File: src/rtl/hazard_ctrl_pkg.sv
// Shared definitions for the hazard unit and the EXE-stage operand muxes:
// datapath sizes, FSM state encodings, forward-select codes and the
// scoreboard slot layout.
package hazard_ctrl_pkg;

  localparam int ASIZE = 5;
  localparam int DSIZE = 32;

  typedef enum logic [1:0] {
    ST_RUN   = 2'b00,
    ST_STALL = 2'b01,
    ST_FLUSH = 2'b10
  } state_e;

  // Operand select seen by the EXE-stage muxes.
  typedef enum logic [1:0] {
    FWD_RF    = 2'b00,
    FWD_EXMEM = 2'b01,
    FWD_MEMWB = 2'b10
  } fwd_e;

  typedef struct packed {
    logic             wen;
    logic             mem_read;
    logic [ASIZE-1:0] waddr;
  } sb_slot_t;

  // A slot produces a value for this source only if it writes a real register.
  function automatic logic slot_hit(sb_slot_t s, logic src_used, logic [ASIZE-1:0] rs);
    return s.wen && (s.waddr != '0) && src_used && (s.waddr == rs);
  endfunction

  // Nearest producer wins; a load in EX cannot forward (the consumer is
  // bubbled instead), and WB needs no bypass because the regfile is write-through.
  function automatic fwd_e fwd_sel(sb_slot_t ex, sb_slot_t mem, sb_slot_t wb,
                                   logic src_used, logic [ASIZE-1:0] rs);
    if (slot_hit(ex, src_used, rs))  return ex.mem_read ? FWD_RF : FWD_EXMEM;
    if (slot_hit(mem, src_used, rs)) return FWD_MEMWB;
    if (slot_hit(wb, src_used, rs))  return FWD_RF;
    return FWD_RF;
  endfunction

  function automatic logic [15:0] sat_inc(logic [15:0] v);
    return (v == 16'hFFFF) ? v : v + 16'd1;
  endfunction

endpackage

File: src/rtl/hazard_ctrl_if.sv
// Pipeline <-> hazard unit signal bundle. The pipeline (master) presents the
// ID/EX instruction info; the hazard unit (slave) returns pipeline control.
interface hazard_ctrl_if;
  import hazard_ctrl_pkg::*;

  logic [ASIZE-1:0] id_rs1;
  logic [ASIZE-1:0] id_rs2;
  logic             id_use_rs1;
  logic             id_use_rs2;
  logic             id_wen;
  logic             id_mem_read;
  logic [ASIZE-1:0] id_waddr;
  logic             ex_branch;
  logic             ex_taken;

  logic             pc_stall;
  logic             ifid_stall;
  logic             ifid_flush;
  logic             idex_bubble;
  logic [1:0]       fwd_a;
  logic [1:0]       fwd_b;
  logic [15:0]      stall_cnt;
  logic [15:0]      flush_cnt;

  modport master (
    output id_rs1, id_rs2, id_use_rs1, id_use_rs2, id_wen, id_mem_read,
           id_waddr, ex_branch, ex_taken,
    input  pc_stall, ifid_stall, ifid_flush, idex_bubble, fwd_a, fwd_b,
           stall_cnt, flush_cnt
  );

  modport slave (
    input  id_rs1, id_rs2, id_use_rs1, id_use_rs2, id_wen, id_mem_read,
           id_waddr, ex_branch, ex_taken,
    output pc_stall, ifid_stall, ifid_flush, idex_bubble, fwd_a, fwd_b,
           stall_cnt, flush_cnt
  );
endinterface

File: src/rtl/hazard_ctrl_scoreboard.sv
// Three-slot destination scoreboard (EX, MEM, WB) that shifts every clock.
// A bubble loads an empty record into EX instead of the ID instruction.
module hazard_scoreboard
  import hazard_ctrl_pkg::*;
(
  input  logic     clk,
  input  logic     rst,
  input  logic     bubble_i,
  input  sb_slot_t id_slot_i,
  output sb_slot_t ex_o,
  output sb_slot_t mem_o,
  output sb_slot_t wb_o
);

  sb_slot_t ex_q, mem_q, wb_q;
  sb_slot_t ex_d;

  // Select what enters EX: the ID instruction or an empty bubble.
  always_comb begin
    ex_d = bubble_i ? '0 : id_slot_i;
  end

  // Shift register, cleared asynchronously.
  always_ff @(posedge clk or negedge rst) begin
    if (!rst) begin
      ex_q  <= '0;
      mem_q <= '0;
      wb_q  <= '0;
    end else begin
      ex_q  <= ex_d;
      mem_q <= ex_q;
      wb_q  <= mem_q;
    end
  end

  assign ex_o  = ex_q;
  assign mem_o = mem_q;
  assign wb_o  = wb_q;

endmodule

File: src/rtl/hazard_ctrl.sv
// Hazard unit: load-use stall, taken-branch flush, operand forwarding
// selects for the instruction entering EX, and saturating event counters.
module hazard_ctrl
  import hazard_ctrl_pkg::*;
(
  input  logic   clk,
  input  logic   rst,
  hazard_ctrl_if.slave hz
);

  state_e      state_q, state_d;
  logic [1:0]  fwd_a_q, fwd_a_d, fwd_b_q, fwd_b_d;
  logic [15:0] stall_cnt_q, stall_cnt_d, flush_cnt_q, flush_cnt_d;

  logic     pc_stall_c, ifid_stall_c, ifid_flush_c, idex_bubble_c;
  logic     id_valid, use1, use2, taken, load_use;
  sb_slot_t id_slot, ex_slot, mem_slot, wb_slot;

  assign id_slot = '{wen: hz.id_wen, mem_read: hz.id_mem_read, waddr: hz.id_waddr};

  hazard_scoreboard u_sb (
    .clk      (clk),
    .rst      (rst),
    .bubble_i (idex_bubble_c),
    .id_slot_i(id_slot),
    .ex_o     (ex_slot),
    .mem_o    (mem_slot),
    .wb_o     (wb_slot)
  );

  // The instruction in ID during FLUSH is a wrong-path fetch.
  assign id_valid = (state_q != ST_FLUSH);
  assign use1     = hz.id_use_rs1 && id_valid;
  assign use2     = hz.id_use_rs2 && id_valid;
  assign taken    = hz.ex_branch && hz.ex_taken;
  assign load_use = ex_slot.mem_read &&
                    (slot_hit(ex_slot, use1, hz.id_rs1) || slot_hit(ex_slot, use2, hz.id_rs2));

  // Next state, pipeline control, forward selects and counter updates.
  always_comb begin
    state_d       = state_q;
    pc_stall_c    = 1'b0;
    ifid_stall_c  = 1'b0;
    ifid_flush_c  = 1'b0;
    idex_bubble_c = 1'b0;

    case (state_q)
      ST_RUN:  if (taken) state_d = ST_FLUSH;
               else if (load_use) state_d = ST_STALL;
      default: state_d = ST_RUN;
    endcase

    // A taken branch squashes the consumer, so it overrides any stall.
    if (taken) begin
      ifid_flush_c  = 1'b1;
      idex_bubble_c = 1'b1;
    end else if (load_use) begin
      pc_stall_c    = 1'b1;
      ifid_stall_c  = 1'b1;
      idex_bubble_c = 1'b1;
    end
    if (state_q == ST_FLUSH) idex_bubble_c = 1'b1;

    if (!rst) begin
      pc_stall_c    = 1'b0;
      ifid_stall_c  = 1'b0;
      ifid_flush_c  = 1'b0;
      idex_bubble_c = 1'b0;
    end

    fwd_a_d = idex_bubble_c ? FWD_RF : fwd_sel(ex_slot, mem_slot, wb_slot, use1, hz.id_rs1);
    fwd_b_d = idex_bubble_c ? FWD_RF : fwd_sel(ex_slot, mem_slot, wb_slot, use2, hz.id_rs2);

    stall_cnt_d = (load_use && !taken) ? sat_inc(stall_cnt_q) : stall_cnt_q;
    flush_cnt_d = taken ? sat_inc(flush_cnt_q) : flush_cnt_q;
  end

  // State, forward-select and counter registers.
  always_ff @(posedge clk or negedge rst) begin
    if (!rst) begin
      state_q     <= ST_RUN;
      fwd_a_q     <= FWD_RF;
      fwd_b_q     <= FWD_RF;
      stall_cnt_q <= '0;
      flush_cnt_q <= '0;
    end else begin
      state_q     <= state_d;
      fwd_a_q     <= fwd_a_d;
      fwd_b_q     <= fwd_b_d;
      stall_cnt_q <= stall_cnt_d;
      flush_cnt_q <= flush_cnt_d;
    end
  end

  assign hz.pc_stall    = pc_stall_c;
  assign hz.ifid_stall  = ifid_stall_c;
  assign hz.ifid_flush  = ifid_flush_c;
  assign hz.idex_bubble = idex_bubble_c;
  assign hz.fwd_a       = fwd_a_q;
  assign hz.fwd_b       = fwd_b_q;
  assign hz.stall_cnt   = stall_cnt_q;
  assign hz.flush_cnt   = flush_cnt_q;

endmodule

File: src/flat_wrapper.sv
// flat-port wrapper written by rule: the top's interface ports become plain ports
module hazard_ctrl_flat import hazard_ctrl_pkg::*;
  (clk, rst, hz_id_rs1, hz_id_rs2, hz_id_use_rs1, hz_id_use_rs2, hz_id_wen, hz_id_mem_read, hz_id_waddr, hz_ex_branch, hz_ex_taken, hz_pc_stall, hz_ifid_stall, hz_ifid_flush, hz_idex_bubble, hz_fwd_a, hz_fwd_b, hz_stall_cnt, hz_flush_cnt);
  hazard_ctrl_if hz_i ();
  input  logic clk;
  input  logic rst;
  input wire logic [$bits(hz_i.id_rs1)-1:0] hz_id_rs1;
  input wire logic [$bits(hz_i.id_rs2)-1:0] hz_id_rs2;
  input wire logic [$bits(hz_i.id_use_rs1)-1:0] hz_id_use_rs1;
  input wire logic [$bits(hz_i.id_use_rs2)-1:0] hz_id_use_rs2;
  input wire logic [$bits(hz_i.id_wen)-1:0] hz_id_wen;
  input wire logic [$bits(hz_i.id_mem_read)-1:0] hz_id_mem_read;
  input wire logic [$bits(hz_i.id_waddr)-1:0] hz_id_waddr;
  input wire logic [$bits(hz_i.ex_branch)-1:0] hz_ex_branch;
  input wire logic [$bits(hz_i.ex_taken)-1:0] hz_ex_taken;
  output wire logic [$bits(hz_i.pc_stall)-1:0] hz_pc_stall;
  output wire logic [$bits(hz_i.ifid_stall)-1:0] hz_ifid_stall;
  output wire logic [$bits(hz_i.ifid_flush)-1:0] hz_ifid_flush;
  output wire logic [$bits(hz_i.idex_bubble)-1:0] hz_idex_bubble;
  output wire logic [$bits(hz_i.fwd_a)-1:0] hz_fwd_a;
  output wire logic [$bits(hz_i.fwd_b)-1:0] hz_fwd_b;
  output wire logic [$bits(hz_i.stall_cnt)-1:0] hz_stall_cnt;
  output wire logic [$bits(hz_i.flush_cnt)-1:0] hz_flush_cnt;
  assign hz_i.id_rs1 = hz_id_rs1;
  assign hz_i.id_rs2 = hz_id_rs2;
  assign hz_i.id_use_rs1 = hz_id_use_rs1;
  assign hz_i.id_use_rs2 = hz_id_use_rs2;
  assign hz_i.id_wen = hz_id_wen;
  assign hz_i.id_mem_read = hz_id_mem_read;
  assign hz_i.id_waddr = hz_id_waddr;
  assign hz_i.ex_branch = hz_ex_branch;
  assign hz_i.ex_taken = hz_ex_taken;
  assign hz_pc_stall = hz_i.pc_stall;
  assign hz_ifid_stall = hz_i.ifid_stall;
  assign hz_ifid_flush = hz_i.ifid_flush;
  assign hz_idex_bubble = hz_i.idex_bubble;
  assign hz_fwd_a = hz_i.fwd_a;
  assign hz_fwd_b = hz_i.fwd_b;
  assign hz_stall_cnt = hz_i.stall_cnt;
  assign hz_flush_cnt = hz_i.flush_cnt;
  hazard_ctrl u_core (.clk(clk), .rst(rst), .hz(hz_i));
endmodule
File: config.mk
export PLATFORM = sky130hd
export DESIGN_NAME = hazard_ctrl_flat
export DESIGN_NICKNAME = d
export VERILOG_FILES = /design/src/rtl/hazard_ctrl_pkg.sv /design/src/rtl/hazard_ctrl_if.sv /design/src/rtl/hazard_ctrl_scoreboard.sv /design/src/rtl/hazard_ctrl.sv /design/src/flat_wrapper.sv
export SDC_FILE = /design/constraint.sdc
export NUM_CORES = 1
export LEC_CHECK = 0
export BUFFER_PORTS_ARGS = -buffer_cell sky130_fd_sc_hd__buf_2
export CAP_MARGIN = 20
export CORE_AREA = 2 2 108 58
export DETAILED_ROUTE_END_ITERATION = 12
export DIE_AREA = 0 0 110 60
export PLACE_DENSITY = 0.7
export SLEW_MARGIN = 20
export SYNTH_ARGS = -nofsm -noshare
export SYNTH_HDL_FRONTEND = slang
export SYNTH_SLANG_ARGS = --single-unit
File: constraint.sdc
create_clock -name clk -period 2.2 [get_ports clk]
set_input_delay 0.33 -clock clk [delete_from_list [all_inputs] [get_ports clk]]
set_output_delay 0.33 -clock clk [all_outputs]
set_load 0.01 [all_outputs]
==> flow_metrics.py <==
metrics = {
    "outcome": {
        "status": "complete, no violations",
    },
    "finish": {
        "antenna_diode_count": 0,
        "synthesis_to_finish_area_growth_pct": 24.6,
        "drive_gt1_share_pct": 30.9,
        "postLayoutCellArea_um2": 3060,
        "finish.cell_count_without_fillers": 381,
        "design.final.nets": 328,
    },
    "floorplan": {
        "ios": 63,
        "core_um2": 5730,
        "die-height_um": 60,
        "die_area_um2": 6600,
        "die_width_um": 110,
        "rows": 20,
        "floorplan.initialDensity_pct": 42.8,
    },
    "logic_synthesis": {
        "post_synth_num_cell_types": 31,
        "synth.cell_area_um2": 2450,
        "yosysWarningCount": 0,
        "synth-edff-count": 0,
        "ys_seq_area_share_pct": 52.0,
        "yosys.area.top_type_share_pct": 52.0,
        "synthesis.instances": 229,
        "ys.flop_type": "dfrtp_1",
        "mean_post_synth_cell_area_um2": 10.7,
        "synth.area.top_cells": "dfrtp_1 (52%), xnor2_1 (11%), xor2_1 (6.4%), nand4_1 (4.3%), and2_1 (3.1%)",
        "yosys.area.top_type": "dfrtp_1",
        "yosys.cell_count.top_type": "dfrtp_1",
        "synth_common_cells": "dfrtp_1 (51), xnor2_1 (32), nand2_1 (18), xor2_1 (18), nand4_1 (17)",
        "synth_fp_nets": 254,
        "number_of_synthesized_register_bits": 51,
        "synth-async-reset-ratio_pct": 100,
    },
    "critical_path": {
        "crit_type": "register to output pin",
        "critical_path_arrival_ps": 1780,
        "cp-end-kind": "output pin",
        "critical_path_required_ps": 1870,
        "setup.worst_path.start_class": "register",
        "crit_path_max_fanout": 4,
    },
    "sta": {
        "setup_violations": 0,
        "final_min_period_over_clock_period_pct": 95.7,
        "max_freq_ghz": 0.475,
        "timing_hold_violations_final": 0,
        "timing_max_transition_violations_final": 0,
        "worst_hold_slack_ps": 122,
        "setup_ws_ps": 94.1,
        "worst-slew-pin-transition_ps": 763,
        "final_period_minus_worst_setup_slack_ps": 2110,
        "slew_headroom_pct": 48.9,
        "grt_setup_unrepaired": "yes",
        "clock_skew_ps": 6.33,
    },
    "cts": {
        "htree_num_levels": 2,
        "worst_setup_hold_path_clk_slew_ps": 90,
        "cts_hold_repair.buffers": 0,
        "cts_buffers": 5,
        "worstSkewPairLatency_ps": 310,
        "cts_sinks": 51,
        "cts_tree": "yes",
        "clock_tree.root_cell": "clkbuf_8",
        "clockBufferDepth": 2,
    },
    "power": {
        "power.switching_uw": 560,
        "power_leakage_uw": 0.00149,
        "p_int_uw": 1600,
        "pwr-share-clk_pct": 35.9,
        "ir_worst_vdd_v": 0.000322,
        "swShare_pct": 25.9,
        "pwr-share-comb_pct": 13.9,
        "pwr_density_cell_nw_per_um2": 707,
        "power_frac_seq_pct": 50.2,
    },
    "drt": {
        "totalWireLength_um": 5530,
        "drt_first_pass_iters": 4,
        "post_route_drc": 0,
        "route.antenna.remaining_nets": 0,
        "drt_iter0_drc": 47,
        "routed-via-count": 1901,
        "route.detailed.vias_per_inst": 4.99,
        "average_wire_per_standard_cell_um": 14.5,
    },
    "global_routing": {
        "grt_pass1_wl_um": 8830,
        "antenna_violations_before_repair": 0,
        "overflow": 0,
        "grt_use_met3_pct": 4.47,
        "use_met2_pct": 25.9,
        "grt_util_all_layers_pct": 18.1,
        "groute.layer.met1.usage_pct": 27.0,
        "grt_max_degree": 28,
        "first_global_vias": 1800,
        "top_usage_layer": "met1",
    },
    "placement": {
        "detailed_place.area_um2": 2890,
        "placed_cells": 371,
        "globalplace.congestion": 0.809,
        "io_buffer_count": 62,
        "hpwlAfterDp_um": 4190,
        "post-place-ws_ps": 219,
    },
    "flow_run": {
        "cap_viol_max_count": 0,
    },
    "hold_path": {
        "hold_path.class": "primary input to asynchronous set/reset pin",
    },
}
metrics by stage:
step	power, uW	TNS [ps]	utilization [%]
floorplan	1260	0	-
global placement	1390	0	50.4
detailed placement	1400	0	50.4
CTS	2170	0	52.9
global route	2270	-95.5	53.4
finish	2160	0	53.4
cells in the final DEF (no fill, tap or decap), types with 5 or more instances in the layout:
cell and count:
and2_1 12, buf_2 62, buf_4 8, clkbuf_8 5, dfrtp_1 48, inv_1 6, nand2_1 18, nand3_1 14
nand4_1 17, nor2_1 14, nor3_1 12, xnor2_1 31, xor2_1 18
state kept, by name, indices dropped and copies added (netlist names):
register and count:
u_core.hz.flush_cnt 16, u_core.hz.stall_cnt 16, u_core.u_sb.ex_o 7, u_core.u_sb.mem_o 6, u_core.hz.fwd_a 2, u_core.hz.fwd_b 2
u_core.state_q 2
kinds of logic after synthesis:
logic type / count (synthesis) / share of synthesized area (%)
fa+ha+maj: 2 / 1.02
mux: 1 / 0.612
xor+xnor: 50 / 17.8
simple gates: 107 / 23.2
flops: 51 / 52.0
buf+inv: 9 / 1.63
compound gates: 9 / 3.67
worst max-delay path: stages (launching register included):
cell and delay [ps]:
dfrtp_2 450, xnor2_1 170, nand4_1 170, nor2_2 140, or2_4 160, nand3_1 100
nor2_1 130, buf_2 150
power groups by stage:
stage / sequential (uW) / combinational [uW] / clock (uW)
floorplan: 1110 / 148 / 0
global placement: 1100 / 293 / 0
detailed placement: 1100 / 297 / 0
CTS: 1080 / 302 / 788
global route: 1100 / 336 / 832
finish: 1090 / 300 / 775
worst paths after layout:
path / from / end / slack (ps) / depth (start not counted)
min in group clk: hz_id_mem_read / u_core.u_sb.ex_o[5] / 220 / 2
max in group asynchronous: rst / u_core.hz.flush_cnt[9] / 1810 / 2
hold / removal: rst / u_core.hz.flush_cnt[5] / 120 / 2
hold reg to reg: u_core.state_q[0] / u_core.state_q[1] / 450 / 1
setup / recovery: u_core.u_sb.ex_o[3] / hz_ifid_stall / 90 / 7
setup reg to reg: u_core.hz.stall_cnt[0] / u_core.hz.stall_cnt[1] / 180 / 6
routing by layer:
layer	vias to the layer above	part of all wire, %
met1	908	53
met5	-	0
met3	8	5.2
li1	939	-
met2	46	41
met4	0	1.0
layout make-up:
cell class | count | area, um2
fillers | 518 | 2670
flip-flops and latches | 51 | 1280
multi-input cells | 169 | 1150
repair buffers | 70 | 370
well taps | 77 | 96.3
clock buffers | 5 | 68.8
clock inverters | 3 | 67.6
inverters | 6 | 22.5
repair_timing:
| item | 4_1_cts | 5_1_grt |
|---|---|---|
| endpoints found under the setup margin | 3 | 4 |
| pin swaps | 1 | 3 |
| buffers inserted | 1 | 1 |
| resized for setup | 1 | 6 |
Note: power is estimated with default switching activity, not from simulation.
